## src/rtl/seq_pkg.sv

```systemverilog
// Shared definitions for the ALU sequencer: FSM states, instruction field
// positions, and the ALU operation encodings.
package seq_pkg;

  typedef enum logic [1:0] {
    IDLE  = 2'd0,
    READ  = 2'd1,
    EXEC  = 2'd2,
    WRITE = 2'd3
  } state_t;

  localparam int INSTR_W = 32;
  localparam int REG_AW  = 5;
  localparam int IMM_W   = 14;

  // Instruction word layout
  localparam int OPC_HI  = 31;
  localparam int OPC_LO  = 30;
  localparam int DST_HI  = 29;
  localparam int DST_LO  = 25;
  localparam int SRC1_HI = 24;
  localparam int SRC1_LO = 20;
  localparam int SRC2_HI = 19;
  localparam int SRC2_LO = 15;
  localparam int LDI_BIT = 14;
  localparam int IMM_HI  = 13;
  localparam int IMM_LO  = 0;

  // ALU operation select values
  localparam logic [1:0] OP_ADD = 2'b00;
  localparam logic [1:0] OP_SUB = 2'b01;
  localparam logic [1:0] OP_AND = 2'b10;
  localparam logic [1:0] OP_OR  = 2'b11;

  // Load-immediate operands are unsigned, so widen with zeros.
  function automatic logic [INSTR_W-1:0] zext_imm(input logic [IMM_W-1:0] imm);
    return {{(INSTR_W-IMM_W){1'b0}}, imm};
  endfunction

endpackage

```

## src/rtl/instr_decode.sv

```systemverilog
// Combinational field splitter for the latched instruction word.
module instr_decode
  import seq_pkg::*;
(
  input  logic [31:0] word,
  output logic [1:0]  opcode,
  output logic [4:0]  dest,
  output logic [4:0]  src1,
  output logic [4:0]  src2,
  output logic        ldi,
  output logic [13:0] imm
);

  assign opcode = word[OPC_HI:OPC_LO];
  assign dest   = word[DST_HI:DST_LO];
  assign src1   = word[SRC1_HI:SRC1_LO];
  assign src2   = word[SRC2_HI:SRC2_LO];
  assign ldi    = word[LDI_BIT];
  assign imm    = word[IMM_HI:IMM_LO];

endmodule

```

## src/rtl/alu_sequencer.sv

```systemverilog
// Four-state instruction sequencer: accepts one instruction word, presents
// register addresses to the downstream register/ALU stage, captures the
// result (or an immediate) and writes it back, counting retired instructions.
module alu_sequencer
  import seq_pkg::*;
#(
  parameter int CNT_W = 16
) (
  input  logic             clk,
  input  logic             rst,
  input  logic             instr_valid,
  input  logic [31:0]      instr,
  output logic             instr_ready,
  input  logic [31:0]      alu_result,
  output logic [4:0]       a1,
  output logic [4:0]       a2,
  output logic [4:0]       a3,
  output logic [1:0]       opcode,
  output logic             we3,
  output logic [31:0]      wd3,
  output logic             done,
  output logic [CNT_W-1:0] retired
);

  localparam logic [CNT_W-1:0] CNT_ONE = 1;

  state_t           state;
  state_t           state_nxt;
  logic [31:0]      instr_q;
  logic [31:0]      result_q;
  logic [CNT_W-1:0] retired_q;

  logic [1:0]       dec_opcode;
  logic [4:0]       dec_dest;
  logic [4:0]       dec_src1;
  logic [4:0]       dec_src2;
  logic             dec_ldi;
  logic [13:0]      dec_imm;

  instr_decode u_dec (
    .word   (instr_q),
    .opcode (dec_opcode),
    .dest   (dec_dest),
    .src1   (dec_src1),
    .src2   (dec_src2),
    .ldi    (dec_ldi),
    .imm    (dec_imm)
  );

  // Addresses come straight from the latched word, which only changes on a
  // handshake, so they naturally hold their last values while idle.
  assign a1       = dec_src1;
  assign a2       = dec_src2;
  assign a3       = dec_dest;
  assign opcode   = dec_opcode;
  assign wd3      = result_q;
  assign retired  = retired_q;

  // State register
  always_ff @(posedge clk) begin
    if (rst) state <= IDLE;
    else     state <= state_nxt;
  end

  // Next-state and handshake/write strobes; strobes are gated by rst so an
  // instruction caught in WRITE during reset never writes.
  always_comb begin
    state_nxt   = state;
    instr_ready = 1'b0;
    we3         = 1'b0;
    done        = 1'b0;
    case (state)
      IDLE: begin
        instr_ready = !rst;
        if (instr_valid && !rst) state_nxt = READ;
      end
      READ:  state_nxt = EXEC;
      EXEC:  state_nxt = WRITE;
      WRITE: begin
        we3       = !rst && (dec_dest != 5'd0);
        done      = !rst;
        state_nxt = IDLE;
      end
      default: state_nxt = IDLE;
    endcase
  end

  // Instruction latch: captured only on an accepted handshake.
  always_ff @(posedge clk) begin
    if (rst)                                instr_q <= '0;
    else if (state == IDLE && instr_valid)  instr_q <= instr;
  end

  // Result register: ALU output or immediate, sampled at the end of EXEC.
  always_ff @(posedge clk) begin
    if (rst)                result_q <= '0;
    else if (state == EXEC) result_q <= dec_ldi ? zext_imm(dec_imm) : alu_result;
  end

  // Retired counter: bumps on leaving WRITE and wraps naturally.
  always_ff @(posedge clk) begin
    if (rst)                 retired_q <= '0;
    else if (state == WRITE) retired_q <= retired_q + CNT_ONE;
  end

endmodule
```

## config.mk

```make
export PLATFORM = sky130hd
export DESIGN_NAME = alu_sequencer
export DESIGN_NICKNAME = d
export VERILOG_FILES = /design/src/rtl/seq_pkg.sv /design/src/rtl/instr_decode.sv /design/src/rtl/alu_sequencer.sv
export SDC_FILE = /design/constraint.sdc
export NUM_CORES = 1
export LEC_CHECK = 0
export ABC_AREA = 0
export CORE_MARGIN = 4
export CORE_UTILIZATION = 46
export CTS_BUF_LIST = sky130_fd_sc_hd__clkbuf_8 sky130_fd_sc_hd__clkbuf_16
export CTS_CLUSTER_SIZE = 16
export DETAILED_ROUTE_END_ITERATION = 8
export PLACE_DENSITY = 0.85
export SLEW_MARGIN = 20
export SYNTH_ARGS = -nofsm -noshare
export SYNTH_HDL_FRONTEND = slang
export SYNTH_SLANG_ARGS = --single-unit
```

## constraint.sdc

```tcl
create_clock -name clk -period 2.55 [get_ports clk]
set_input_delay 0.765 -clock clk [delete_from_list [all_inputs] [get_ports clk]]
set_output_delay 0.765 -clock clk [all_outputs]
set_load 0.01 [all_outputs]
```

==> Word level (Yosys, flattened, before mapping) <==
Index checks and enable logic that the tools add are counted.
{ "word_totals": {"register_bits": 82, "inputBits": 67, "output_inout_bits": 68} }
{ "op_classes": {"addsub": 1, "eq_ne": 4, "n_mux": 6, "n_reduce_logical": 6} }
{ "ops": {"columns": ["cell", "count"], "rows": [
  ["$mux 32", 1],
  ["$add 16x1->16 const B", 1],
  ["$pmux 2 s4", 1],
  ["$reduce_bool 5->1", 1],
  ["$eq 2x2->1 const B", 2],
  ["$logic_and 1x1->1", 3],
  ["$mux 1", 3],
  ["$eq 2x1->1 const B", 1],
  ["$logic_not 2->1", 1],
  ["$mux 2", 1],
  ["$ne 2x2->1 const B", 1],
  ["$logic_not 1->1", 1]
]} }

==> Logic depth before layout (Yosys ltp) <==
{ "depth": {"word_depth": 4, "mapped_depth": 7, "depth_no_buf": 5} }

==> Hierarchy <==
From an unflattened synthesis, not the netlist that was laid out.
{ "hier_totals": {"cells_unflattened": 415, "area_unflattened_um2": 3520.9} }
{ "modules_own_cells": {"columns": ["mod", "instances", "cells_each", "area_per_inst_um2", "seq_area_each_um2"], "rows": [
  ["alu_sequencer", 1, 383, 3280.6, 1641.6],
  ["instr_decode", 1, 32, 240.2, 0.0]
]} }

==> Least setup slack after synthesis <==
No wires, ideal clock.
{ "synth_timing": {"path_type": "input to output", "start": "in rst", "end": "out we3", "t_arrival_ns": 1.184, "t_required_ns": 1.785, "setup_slack_ns": 0.601, "path_stages": 2, "path_cell_list": "nor2b_1 -> o21a_1"} }
{ "synth_between": {"elab_chain_cells": 3} }
{ "synth_rtl": {"columns": ["item", "line_no", "rtl"], "rows": [
  ["start, declared", "alu_sequencer.sv:10", "input logic rst,"],
  ["$logic_not 1->1", "alu_sequencer.sv:80", "we3 = !rst && (dec_dest != 5'd0);"],
  ["$logic_and 1x1->1", "alu_sequencer.sv:80", null],
  ["$mux 1", "alu_sequencer.sv:72", "case (state)"],
  ["end, declared", "alu_sequencer.sv:19", "output logic we3,"]
]} }
No other way between the ends.

==> Worst setup path in the final report <==
{ "layout_timing": {"start": "reg state[1]", "end": "out done"} }
{ "layout_between": {"elab_chain_cells": 2} }
{ "layout_rtl": {"columns": ["item", "line_no", "rtl"], "rows": [
  ["start, declared", "alu_sequencer.sv:27", "state_t state;"],
  ["start signal, assigned", "alu_sequencer.sv:62", "else state <= state_nxt;"],
  ["$eq 2x2->1", "alu_sequencer.sv:72", null],
  ["$mux 1", "alu_sequencer.sv:72", null],
  ["end, declared", "alu_sequencer.sv:21", "output logic done,"]
]} }
No other way between the ends.

==> results.ini <==
[outcome]
outcome=finished, final reports clean

[timing]
post-route-min-period_ps=2484
rsz0062_at_grt=no
setup_tns_ps=0
maxSlewHeadroom=0.5313
clock_skew_ps=10.74
worst_pin_slew_ps=699.9
finalHoldViolations=0
setup_viol=0
slew_viol_final=0
timing.fmax_mhz=402.6
fin_crit_sh=0.9740

[synthesis]
yosysWarnings=0
avgSynthCellArea_um2=8.562
ys_types=32
ys_async_sr_fraction=0
dominantRegCellSynth=dfxtp_1
synth_seq_area_share=0.5006
syn_inst=383
synth_nets=454
synth_edf_count=0
ys_ff_latch=82
syn_area_um2=3279

[worst_setup_path]
cp_max_fo=4
arrival_ps=1720
cp-start-kind=register
crit_slowest_cell=clkdlybuf4s50_1
critPathKind=reg2out
critPathCaptureType=output pin
required_ps=1790
max_stage_delay_ps=580
crit_path_cell_trace=ha_1, nor2b_1, clkdlybuf4s50_1

[place]
hpwl_mm=6.143
place.gp.congestion=0.8360
io_buffers=134

[clocking]
clkSinkCount=82
postCtsSetupRepairBufs=0
clkSlewWorstSetupHoldPaths_ps=90
cts_buffers=9
clockRootBuffer=clkbuf_8
htreeDepth=3
tritoncts=yes
worstSkewPairLatency_ps=350
cts_buffer_depth=2

[detailed_routing]
drtIter0Drc=94
wl_met3_um=707
wl_met2_mm=4.324
firstDrtPassIters=4
routed_wl_mm=8.585
highest_layer=met5
postRouteAntennaNets=0
via_count=3011
vias_per_cell=4.936
wl_per_cell_um=14.07
wl_met1_mm=3.384
drc=0

[layout]
diodes=0
nNetsFinal=580
final_common_cell=clkdlybuf4s50_1
final_layout_size_suffix_gt1_frac=0.06809
syn2layout_area_growth_pct=48.57
final_core_util=0.7093
mostFrequentLayoutCells=131 x clkdlybuf4s50_1, 82 x dfxtp_1, 70 x nand2_1, 51 x a21oi_1, 51 x nor2_1

[pwr]
leakage_uw=0.001800
power_density_nw_per_um2=842.3
p_sw_uw=1372
p_int_uw=2732
seqPwrFrac=0.409
p_comb_frac=0.359
p_clk_frac=0.232
switching_share=0.3344
ir_worst_vdd_mv=0.5323

[floorplan]
rows=30
core_area_um2=6869
die_w_um=92.44
io_pins=135
dieArea_um2=8544
initial_utilization=0.4774
die_y_um=92.44

[flow_run]
cap_violations=0

[global_route]
grt_max_degree=48
overflow=0
grt_pass1_vias=2907
grt.total_usage=0.1964
grt_pass1_wl_mm=13.58
antenna_found_initial=1

[min_path]
hp-class=reg2reg

[power groups by stage]
stage                     logic [µW]  registers [µW]  clock network, µW
after floorplan                  738            1780                  0
after global placement          1460            1690                  0
after detailed placement        1490            1710                  0
after CTS                       1500            1680                976
after global routing            1620            1710               1030
final                           1470            1680                952
[metal layers]
metal | up-vias | global-route usage
met3 | 19 | 0.06418
met2 | 106 | 0.3450
met4 | 2 | 0.07550
li1 | 1523 | -
met5 | - | 0
met1 | 1361 | 0.2192
[per-stage QoR]
step                      instances  setup WS [ps]  total power [µW]  area (µm²)  hold WS, ps
final                           610          66.39              4104        4872        454.0
after global routing            610          11.22              4358        4872        478.6
after CTS                       610          39.16              4152        4872        457.7
after detailed placement        594          9.901              3200        4674        446.5
after global placement          594          36.06              3152        4672        441.0
after floorplan                 383          601.3              2520        3279        436.0
[layout make-up]
cell class | count | area (µm²)
clock buffers | 9 | 123.9
flip-flops and latches | 82 | 1642
multi-input cells | 272 | 1513
inverters | 3 | 11.26
clock inverters | 7 | 76.32
fillers | 533 | 1997
well taps | 96 | 120.1
repair buffers | 141 | 1386
[Yosys cell counts (all sizes together) (2+ instances only)]
cell type | count | area share
ha | 4 | 0.015
nor2 | 52 | 0.060
nand4 | 6 | 0.015
dfxtp | 82 | 0.50
and4 | 2 | 0.0057
nor3 | 4 | 0.0076
a21oi | 51 | 0.078
nand2 | 70 | 0.080
xnor2 | 5 | 0.013
clkbuf | 14 | 0.016
nand3 | 6 | 0.0092
inv | 3 | 0.0034
a211oi | 15 | 0.034
buf | 12 | 0.019
mux2i | 16 | 0.049
xor2 | 5 | 0.013
nor2b | 25 | 0.048
mux2 | 4 | 0.016
[state kept, by name, summed over array words and instances, names as in the netlist]
signal and flops:
instr_q 32, retired 16, state 2, wd3 32
[kinds of logic (layout without fill, tap and decap cells)]
kind of cell / count (synthesis) / in the layout / share of synthesized area
adders and majority gates: 4 / 4 / 0.01526
and+or+nand+nor: 170 / 170 / 0.2377
muxes: 20 / 20 / 0.06486
AOI/OAI and AO/OA: 68 / 68 / 0.1160
DFF: 82 / 82 / 0.5006
buffers and inverters: 29 / 160 / 0.03891
xor gates and xnor gates: 10 / 10 / 0.02671
[final timing paths]
check / start / to / slack (ps) / cells past startpoint
worst max-delay path: state[1] / done / 70 / 3
worst min-delay path: instr_q[19] / instr_q[19] / 450 / 2
worst max register to register: state[1] / retired[15] / 860 / 6
worst min register to register: instr_q[19] / instr_q[19] / 450 / 2
[worst max-delay path, delay by kind of cell, from the launching register on]
kind | cells | cell delay [ps]
and+or+nand+nor | 1 | 210
DFF | 1 | 390
adders and majority gates | 1 | 190
buffers and inverters | 1 | 580
[repair_timing]
| action | 4_1_cts | 5_1_grt |
|---|---|---|
| hold buffers | 0 | 0 |
| resized for setup | 2 | 0 |
| setup endpoints to repair | 2 | 0 |
No activity file was read; power rests on OpenSTA's default activity.
